$ cat src/rtl/ddbb256_cfg_enum.sv
// ddbb256_cfg_enum -- configuration-space enumerator for the 256-bit config bus.
// On start_i it walks devices 0..31 (function 0) on bus CFG_BUS. For each
// device whose vendor ID reads back as something other than 16'hFFFF, it does
// the following. It sizes BAR0..BAR2 and places them in [MEM_BASE, MEM_LIMIT].
// It writes the IRQ line and sets the command register.
//
// Ports
//   clk_i, rst_ni        clock, async active-low reset
//   start_i              scan request pulse (ignored while busy_o)
//   busy_o / done_o      scan in progress / one-cycle end-of-scan pulse
//   err_o                sticky: window overflow or write timeout this scan
//   dev_count_o          devices found this scan
//   next_addr_o          next free window address
//   cs_config_o, cyc_o, stb_o, we_o, sel_o, adr_o, dat_o   initiator side
//   ack_i, dat_i         responder side
//
// state     | meaning
// ----------+------------------------------------------------------------
// S_IDLE    | waiting for start_i
// S_PROBE   | read line 0 (vendor ID); a timeout counts as absent
// S_CHECK   | absent -> S_NEXT, present -> size BARs
// S_BAR_WR  | write all-ones to BAR k
// S_BAR_RD  | read line 0, keep BAR k lanes as the size mask
// S_BAR_SET | allocate and write BAR k (skipped when the mask is 0)
// S_IRQ_WR  | write IRQ line byte (line 1, byte 12)
// S_CMD_WR  | write command: mem + master, or master only if no memory
// S_NEXT    | advance device or finish
// S_DONE    | pulse done_o, drop busy_o

module ddbb256_cfg_enum #(
  parameter logic [7:0]  CFG_BUS   = 8'd0,
  parameter logic [31:0] MEM_BASE  = 32'h4000_0000,
  parameter logic [31:0] MEM_LIMIT = 32'h7FFF_FFFF,
  parameter logic [15:0] TIMEOUT   = 16'd255
) (
  input  logic         clk_i,
  input  logic         rst_ni,
  input  logic         start_i,
  output logic         busy_o,
  output logic         done_o,
  output logic         err_o,
  output logic [5:0]   dev_count_o,
  output logic [31:0]  next_addr_o,
  output logic         cs_config_o,
  output logic         cyc_o,
  output logic         stb_o,
  output logic         we_o,
  output logic [31:0]  sel_o,
  output logic [31:0]  adr_o,
  output logic [255:0] dat_o,
  input  logic         ack_i,
  input  logic [255:0] dat_i
);

  typedef enum logic [3:0] {
    S_IDLE, S_PROBE, S_CHECK, S_BAR_WR, S_BAR_RD, S_BAR_SET,
    S_IRQ_WR, S_CMD_WR, S_NEXT, S_DONE
  } state_t;

  state_t        r_state;
  logic [4:0]    r_dev;
  logic [1:0]    r_bar;
  logic [15:0]   r_timer;
  logic [15:0]   r_vendor;
  logic [31:0]   r_mask;
  logic          r_nomem;
  logic          r_busy, r_done, r_err;
  logic [5:0]    r_count;
  logic [31:0]   r_next;
  logic          r_cyc, r_we;
  logic [31:0]   r_sel, r_adr;
  logic [255:0]  r_dat;

  logic [31:0]   w_inv;
  logic [32:0]   w_base, w_size;
  logic [33:0]   w_end;
  logic          w_ovf;
  logic [31:0]   w_lane_rd;
  logic          w_acc, w_we;
  logic [31:0]   w_sel;
  logic [3:0]    w_line;
  logic [255:0]  w_dat;
  logic [31:0]   w_bar_sel;
  logic [7:0]    w_bar_sh;

  assign busy_o      = r_busy;
  assign done_o      = r_done;
  assign err_o       = r_err;
  assign dev_count_o = r_count;
  assign next_addr_o = r_next;
  assign cs_config_o = r_cyc;
  assign cyc_o       = r_cyc;
  assign stb_o       = r_cyc;
  assign we_o        = r_we;
  assign sel_o       = r_sel;
  assign adr_o       = r_adr;
  assign dat_o       = r_dat;

  always_comb begin
    // Allocation is done in 33/34 bits so an address wrap shows up as overflow.
    w_inv     = ~r_mask;
    w_base    = ({1'b0, r_next} + {1'b0, w_inv}) & {1'b1, r_mask};
    w_size    = {1'b0, w_inv} + 33'd1;
    w_end     = {1'b0, w_base} + {1'b0, w_size} - 34'd1;
    w_ovf     = w_base[32] | (w_end > {2'b00, MEM_LIMIT});
    w_bar_sel = 32'h000F_0000 << {r_bar, 2'b00};
    w_bar_sh  = 8'd128 + {1'b0, r_bar, 5'd0};
    case (r_bar)
      2'd0:    w_lane_rd = dat_i[159:128];
      2'd1:    w_lane_rd = dat_i[191:160];
      default: w_lane_rd = dat_i[223:192];
    endcase
    w_acc  = 1'b0;
    w_we   = 1'b0;
    w_sel  = '0;
    w_line = '0;
    w_dat  = '0;
    case (r_state)
      S_PROBE:  begin w_acc = 1'b1; w_sel = 32'h0000_0003; end
      S_BAR_WR: begin
        w_acc = 1'b1; w_we = 1'b1; w_sel = w_bar_sel;
        w_dat = {224'd0, 32'hFFFF_FFFF} << w_bar_sh;
      end
      S_BAR_RD: begin w_acc = 1'b1; w_sel = w_bar_sel; end
      S_BAR_SET: begin
        w_acc = (r_mask != 32'd0); w_we = 1'b1; w_sel = w_bar_sel;
        w_dat = {224'd0, (w_ovf ? 32'd0 : w_base[31:0])} << w_bar_sh;
      end
      S_IRQ_WR: begin
        w_acc = 1'b1; w_we = 1'b1; w_line = 4'd1; w_sel = 32'h0000_1000;
        w_dat[103:96] = {3'b000, r_dev};
      end
      S_CMD_WR: begin
        w_acc = 1'b1; w_we = 1'b1; w_sel = 32'h0000_0300;
        w_dat[79:64] = r_nomem ? 16'h0004 : 16'h0006;
      end
      default: ;
    endcase
  end

  always_ff @(posedge clk_i or negedge rst_ni) begin
    if (!rst_ni) begin
      r_state  <= S_IDLE;
      r_dev    <= '0;
      r_bar    <= '0;
      r_timer  <= '0;
      r_vendor <= '0;
      r_mask   <= '0;
      r_nomem  <= 1'b0;
      r_busy   <= 1'b0;
      r_done   <= 1'b0;
      r_err    <= 1'b0;
      r_count  <= '0;
      r_next   <= MEM_BASE;
      r_cyc    <= 1'b0;
      r_we     <= 1'b0;
      r_sel    <= '0;
      r_adr    <= '0;
      r_dat    <= '0;
    end else begin
      r_done <= 1'b0;
      case (r_state)
        S_IDLE: if (start_i) begin
          r_dev   <= '0;
          r_err   <= 1'b0;
          r_count <= '0;
          r_next  <= MEM_BASE;
          r_busy  <= 1'b1;
          r_state <= S_PROBE;
        end
        S_CHECK: begin
          if (r_vendor == 16'hFFFF) r_state <= S_NEXT;
          else begin
            r_count <= r_count + 6'd1;
            r_nomem <= 1'b0;
            r_bar   <= '0;
            r_state <= S_BAR_WR;
          end
        end
        S_NEXT: begin
          if (r_dev == 5'd31) r_state <= S_DONE;
          else begin
            r_dev   <= r_dev + 5'd1;
            r_state <= S_PROBE;
          end
        end
        S_DONE: begin
          r_done  <= 1'b1;
          r_busy  <= 1'b0;
          r_state <= S_IDLE;
        end
        S_PROBE, S_BAR_WR, S_BAR_RD, S_BAR_SET, S_IRQ_WR, S_CMD_WR: begin
          if (!r_cyc) begin
            // Entering with the bus idle guarantees a gap cycle between accesses.
            if (w_acc) begin
              r_cyc   <= 1'b1;
              r_we    <= w_we;
              r_sel   <= w_sel;
              r_adr   <= {4'h0, CFG_BUS, r_dev, 6'd0, w_line, 5'd0};
              r_dat   <= w_dat;
              r_timer <= TIMEOUT - 16'd1;
              if (r_state == S_BAR_SET) begin
                if (w_ovf) begin
                  r_err   <= 1'b1;
                  r_nomem <= 1'b1;
                end else begin
                  r_next <= w_base[31:0] + w_size[31:0];
                end
              end
            end else begin
              // Unimplemented BAR: no write, move on.
              if (r_bar == 2'd2) r_state <= S_IRQ_WR;
              else begin
                r_bar   <= r_bar + 2'd1;
                r_state <= S_BAR_WR;
              end
            end
          end else if (ack_i || (r_timer == 16'd0)) begin
            r_cyc <= 1'b0;
            if (r_we && !ack_i) r_err <= 1'b1;
            case (r_state)
              S_PROBE: begin
                r_vendor <= ack_i ? dat_i[15:0] : 16'hFFFF;
                r_state  <= S_CHECK;
              end
              S_BAR_WR: r_state <= S_BAR_RD;
              S_BAR_RD: begin
                r_mask  <= ack_i ? w_lane_rd : 32'd0;
                r_state <= S_BAR_SET;
              end
              S_BAR_SET: begin
                if (r_bar == 2'd2) r_state <= S_IRQ_WR;
                else begin
                  r_bar   <= r_bar + 2'd1;
                  r_state <= S_BAR_WR;
                end
              end
              S_IRQ_WR: r_state <= S_CMD_WR;
              default:  r_state <= S_NEXT;
            endcase
          end else begin
            r_timer <= r_timer - 16'd1;
          end
        end
        default: r_state <= S_IDLE;
      endcase
    end
  end

endmodule
$ cat config.mk
export PLATFORM = sky130hd
export DESIGN_NAME = ddbb256_cfg_enum
export DESIGN_NICKNAME = d
export VERILOG_FILES = /design/src/rtl/ddbb256_cfg_enum.sv
export SDC_FILE = /design/constraint.sdc
export NUM_CORES = 1
export LEC_CHECK = 0
export BUFFER_PORTS_ARGS = -buffer_cell sky130_fd_sc_hd__buf_2
export CAP_MARGIN = 25
export CORE_AREA = 3 3 245 247
export CTS_CLUSTER_SIZE = 16
export DETAILED_ROUTE_END_ITERATION = 10
export DIE_AREA = 0 0 248 250
export PLACE_DENSITY = 0.64
export SETUP_SLACK_MARGIN = 0.15
export SYNTH_ARGS = -nofsm -noshare
export SYNTH_HDL_FRONTEND = slang
export SYNTH_SLANG_ARGS = --single-unit
$ cat constraint.sdc
create_clock -name clk_i -period 5.49 [get_ports clk_i]
set_clock_uncertainty 0.15 [all_clocks]
set_input_delay 1.098 -clock clk_i [delete_from_list [all_inputs] [get_ports clk_i]]
set_output_delay 1.098 -clock clk_i [all_outputs]
set_load 0.005 [all_outputs]
; ---- Word level (Yosys, flattened, before mapping)
; Index checks and enable logic that the tools add are counted.
[word_totals]
reg_bits = 416
in_bits = 260
output_inout_bits = 365
wordCells = 155
[classes]
n_addsub = 10
order_cmp = 1
n_eq_ne = 29
shift = 3
n_mux = 62
bitwise = 4
n_reduce_logical = 29
[op_table]
columns = operator, count
row1 = $pmux 152 s2, 1
row2 = $shl 32x8->256, 1
row3 = $shl 32x8->256 const A, 1
row4 = $mux 32, 7
row5 = $pmux 32 s2, 2
row6 = $pmux 32 s4, 1
row7 = $pmux 64 s2, 1
row8 = $mux 16, 4
row9 = $pmux 16 s3, 1
row10 = $add 33x33->34, 1
row11 = $gt 34x31->1 const B, 1
row12 = $sub 34x1->34 const B, 1
row13 = $add 32x1->33 const B, 1
row14 = $add 32x32->33, 1
row15 = $and 33x33->33, 1
row16 = $add 32x32->32, 1
row17 = $not 32->32, 1
row18 = $pmux 16 s2, 1
row19 = $reduce_bool 32->1, 1
row20 = $shl 20x4->32 const A, 1
row21 = $mux 4, 6
row22 = $pmux 8 s3, 1
row23 = $ne 3x3->1 const B, 7
row24 = $pmux 4 s5, 1
row25 = other kinds (43), 93

; ---- Logic depth before layout (Yosys ltp)
[depth]
ltp_word = 12
depth_mapped = 26
depth_no_buf = 23

; ---- Worst setup path before layout
; Ideal clock, no wire load.
[synth_timing]
path_kind = flip-flop to flip-flop
from = register r_next[0], in the netlist next_addr_o[0]
to = register r_next[28], in the netlist next_addr_o[28]
setup_time_ps = 125
arrival_time_ps = 5612
required_ps = 5215
path_slack_ps = -397
stages_incl_launch_ff = 24
path_cell_list = dfrtp_1 clkbuf_1 nor2b_1 fa_1 a211oi_1 o21ai_0 a31oi_1 o31a_1 o32ai_2 o21a_1 nor3_1 ha_1 clkinv_1 ha_1 nand4_1 nor2_1 nand2_1 a2111oi_0 a21oi_1 xnor2_1 nor2_1 a31o_2 buf_2 mux2_2
[synth_between]
elab_chain_len = 8
elab_cells_between_ends = 14
cone_classes = 4 x add/sub / 1 x order compare / 1 x eq/ne / 5 x mux / 2 x bitwise / 1 x reduce/logical
[synth_lines]
columns = element, line
row1 = from (decl), 69  ; logic [31:0] r_next;
row2 = from (signal assigned), 207  ; r_next <= w_base[31:0] + w_size[31:0];
row3 = $add 32x32->33 *, 102  ; w_base = ({1'b0, r_next} + {1'b0, w_inv}) & {1'b1, r_mask};
row4 = $and 33x33->33 *, 102
row5 = $add 33x33->34 / $add 32x32->32 (equally long branches), "104, 207"
row6 = $sub 34x1->34 / $mux 32 (equally long branches), "104, 203"
row7 = $gt 34x31->1 / $mux 32 (equally long branches), "105, 202"
row8 = $or 1x1->1 / $mux 32 (equally long branches), "105, 195"
row9 = $ne 2x2->1 (no source line) / $mux 32 (equally long branches), -
row10 = $reduce_and 6->1 (no source line) / $pmux 32 s2 (equally long branches), -
; Every way passes the cells marked *; elsewhere a longest branch is shown, timed or not. The select of a mux whose other input is x is not followed.
; A chain may end at the register's enable or synchronous reset.

; ---- Worst setup path in the final report
[layout_timing]
from = register r_next[1], in the netlist next_addr_o[1]
to = register r_dat[153], in the netlist dat_o[153]
[layout_between]
elab_chain_len = 9
[layout_lines]
columns = element, line
row1 = $add 32x32->33 *, 102
row2 = $and 33x33->33 *, 102
row3 = $add 33x33->34, 104  ; w_end = {1'b0, w_base} + {1'b0, w_size} - 34'd1;
row4 = $sub 34x1->34, 104
row5 = $gt 34x31->1, 105  ; w_ovf = w_base[32] | (w_end > {2'b00, MEM_LIMIT});
row6 = $or 1x1->1, 105
row7 = $mux 32 *, 127  ; w_dat = {224'd0, (w_ovf ? 32'd0 : w_base[31:0])} << w_bar_sh;
row8 = $shl 32x8->256 *, 127
row9 = $pmux 152 s2 *, 118  ; case (r_state)
row10 = to (signal assigned), 200  ; r_dat <= w_dat;
row11 = to (decl), 72  ; logic [255:0] r_dat;
; Every way passes the cells marked *; elsewhere a longest branch is shown, timed or not.

==> flow_summary.toml <==
[clock_tree]
cts_root_buf = "clkbuf_16"
ctsLongestPathBuffers = 3
clock_latency_ns = 0.59
cts_tree = "built"
htree_num_levels = 1
clk_pin_slew_ns = 0.07
cts-buffers-inserted = 30
clkSinkCount = 266

[timing]
layout_setup_ws_ns = -0.2192
worst_pin_slew_ns = 1.031
clock.fmax_mhz = 175.2
finalMaxSlewViolations = 0
hold_slack_ns = 0.3157
finalCritPeriodShare = 1.040
slew_headroom = 0.3124
setup_violations = 160
rsz0062_at_grt = "true"
finalSetupTns_ns = -22.13
finalHoldViolations = 0
min_period_ns = 5.709

[cells_and_area]
n_fill_cell = 5742
final_cell_area_mm2 = 0.02527
final_common_cell = "buf_2"
synthToLayoutAreaGrowth_pct = 31.26
layout.area.seq_mm2 = 0.006658
fin_util = 0.4371
multi_input_area_mm2 = 0.01162
drive_gt1_frac = 0.3062
final_cell_mix = "buf_2, buf_4, dfrtp_1, nand2_1, nor2_1"
nets = 3325

[route]
wl_per_cell_um = 18.28
wirelength_um = 68020
dr_total_vias = 18550
drc = 0
drt_iter0_drc = 1309
via_per_inst = 4.987
dr.pass1.iters = 5
final_antenna_net_count = 0

[die]
io_pins = 625
num_rows = 88
dieHeight_um = 250
initial_core_util = 0.3330
coreArea_mm2 = 0.05781
die_w_um = 248
dieArea_mm2 = 0.06200

[placed_design]
postPlaceCellArea_mm2 = 0.02317
place_congestion = 0.9098
numPortBuffers = 322
dp_hpwl_um = 50820

[synthesis]
synth-seq-cells = 266
synth_warnings = 0
postSynth.asyncResetShare = 1.000
synth_cell_types = 74
synth-main-ff-cell = "dfrtp_1"
netlist_area_mm2 = 0.01925
avgSynthCellArea_um2 = 8.068
synthCells = 2386
synth-edff-count = 0
ys_seq_area_frac = 0.3459

[global_routing]
grt_pass1_vias = 17600
grt_overflow_total = 0
grt_max_degree = 108
antenna_found_initial = 7
grt_pass1_wl_um = 101600
track_usage = 0.2086

[status]
status = "finished, violations left"
violations = "setup timing"

[hold_path]
hold_path.class = "reg2reg"

[critical_path]
end_kind = "flip-flop"
crit_fanout = 7
crit_path_start_kind = "flip-flop"
crit_top_cell = "buf_12"
arrival_ns = 6.06
critPathRequiredTime_ns = 5.84
crit_type = "reg2reg"
critPathSlowestCell = "or4b_4"
slowest_delay_ns = 0.48

[job]
cap_violations = 0
## routing by layer
| layer | GRT usage | wire length [µm] | up-vias |
|---|---|---|---|
| met3 | 0.03513 | 4474 | 88 |
| met2 | 0.3190 | 29780 | 569 |
| met5 | 0 | 38 | - |
| met4 | 0.05303 | 1394 | 6 |
| met1 | 0.3039 | 32330 | 8933 |
| li1 | - | - | 8955 |
## synthesized netlist by cell type (5+ instances only)
master / count / area [µm²]
buf_2: 8 / 40.04
a31oi_1: 25 / 156.4
a22o_1: 6 / 52.55
nor2_1: 245 / 919.6
nor3_1: 52 / 260.3
a221oi_1: 6 / 52.55
o21ai_0: 99 / 495.5
o41ai_1: 6 / 52.55
a41oi_1: 5 / 43.79
o211ai_1: 18 / 135.1
or3_1: 16 / 100.1
a211o_1: 8 / 70.07
o21bai_1: 10 / 75.07
inv_1: 206 / 773.2
nor2b_1: 8 / 50.05
nand2b_1: 17 / 106.4
o31ai_1: 9 / 67.56
a22oi_1: 34 / 255.2
and3_1: 19 / 118.9
a21oi_1: 200 / 1001
o21a_1: 15 / 112.6
dfrtp_1: 265 / 6631
nand4_1: 38 / 237.7
and2_1: 12 / 75.07
or2_2: 10 / 62.56
mux2i_1: 14 / 140.1
mux2_2: 30 / 337.8
buf_4: 183 / 1374
a211oi_1: 23 / 172.7
xor2_1: 11 / 96.34
nor4_1: 20 / 125.1
a21o_1: 29 / 217.7
ha_1: 134 / 1677
o22ai_1: 5 / 31.28
nor3b_1: 8 / 60.06
xnor2_1: 68 / 595.6
nand2_1: 245 / 919.6
buf_1: 5 / 18.77
nand3_1: 130 / 650.6
clkbuf_1: 89 / 334.1
## worst paths after layout
| check | startpoint | endpoint | slack [ns] | cells after the start |
|---|---|---|---|---|
| min in group asynchronous | rst_ni | r_mask[8] | 0.33 | 1 |
| hold / removal | r_nomem | dat_o[65] | 0.32 | 1 |
| hold reg to reg | r_nomem | dat_o[65] | 0.32 | 1 |
| setup reg to reg | next_addr_o[1] | dat_o[153] | -0.22 | 25 |
| setup / recovery | next_addr_o[1] | dat_o[153] | -0.22 | 25 |
| max in group asynchronous | rst_ni | r_vendor[4] | 3.70 | 2 |
## timing repair
action / CTS / global route
gates resized for setup: 68 / 108
endpoints found under the setup margin: 162 / 162
hold buffers: 0 / 0
cloned: 2 / 2
setup buffers: 16 / 7
hold endpoints to repair: 0 / 0
pin swaps: 105 / 47
## stage by stage
step                cells  worst slack (ns)
floorplan            2543            0.1358
global placement     3633           -0.4851
detailed placement   3634           -0.4997
CTS                  3708           -0.2281
global route         3719           -0.4697
finish               3720           -0.2192
## logic make-up after synthesis
kind of cell / Yosys count / share of synthesized area
and+or+nand+nor: 839 / 0.2012
AOI/OAI and AO/OA: 528 / 0.1696
buffers and inverters: 492 / 0.1321
DFF: 266 / 0.3459
adders and majority gates: 137 / 0.09022
xor gates and xnor gates: 79 / 0.03594
muxes: 44 / 0.02483
other: 1 / 0.0001948
## registers in the layout (all words and copies together), names as in the netlist
| register | flops |
|---|---|
| sel_o | 6 |
| cs_config_o | 1 |
| adr_o | 6 |
| r_nomem | 1 |
| r_vendor | 16 |
| done_o | 1 |
| dat_o | 135 |
| r_bar | 2 |
| we_o | 1 |
| r_state | 4 |
| next_addr_o | 32 |
| r_mask | 32 |
| dev_count_o | 6 |
| r_dev | 5 |
| r_timer | 16 |
| busy_o | 1 |
| err_o | 1 |
## cell type report
type / instances / share of cell area
multi-input cells: 1785 / 0.4599
flip-flops and latches: 266 / 0.2635
repair buffers: 638 / 0.1687
well taps: 765 / 0.03788
clock buffers: 47 / 0.03545
inverters: 207 / 0.03085
clock inverters: 9 / 0.003466
diodes: 3 / 0.0002971
## worst max-delay path: cells and delay by family (launching register included)
kind / cells / cell delay [ns]
buf+inv: 6 / 0.71
fa+ha+maj: 3 / 0.75
compound gates: 8 / 1.48
simple gates: 8 / 2.10
flops: 1 / 0.41
Power is not shown: default switching activity piles up to over one toggle a cycle in this logic, so the estimate is an artifact.
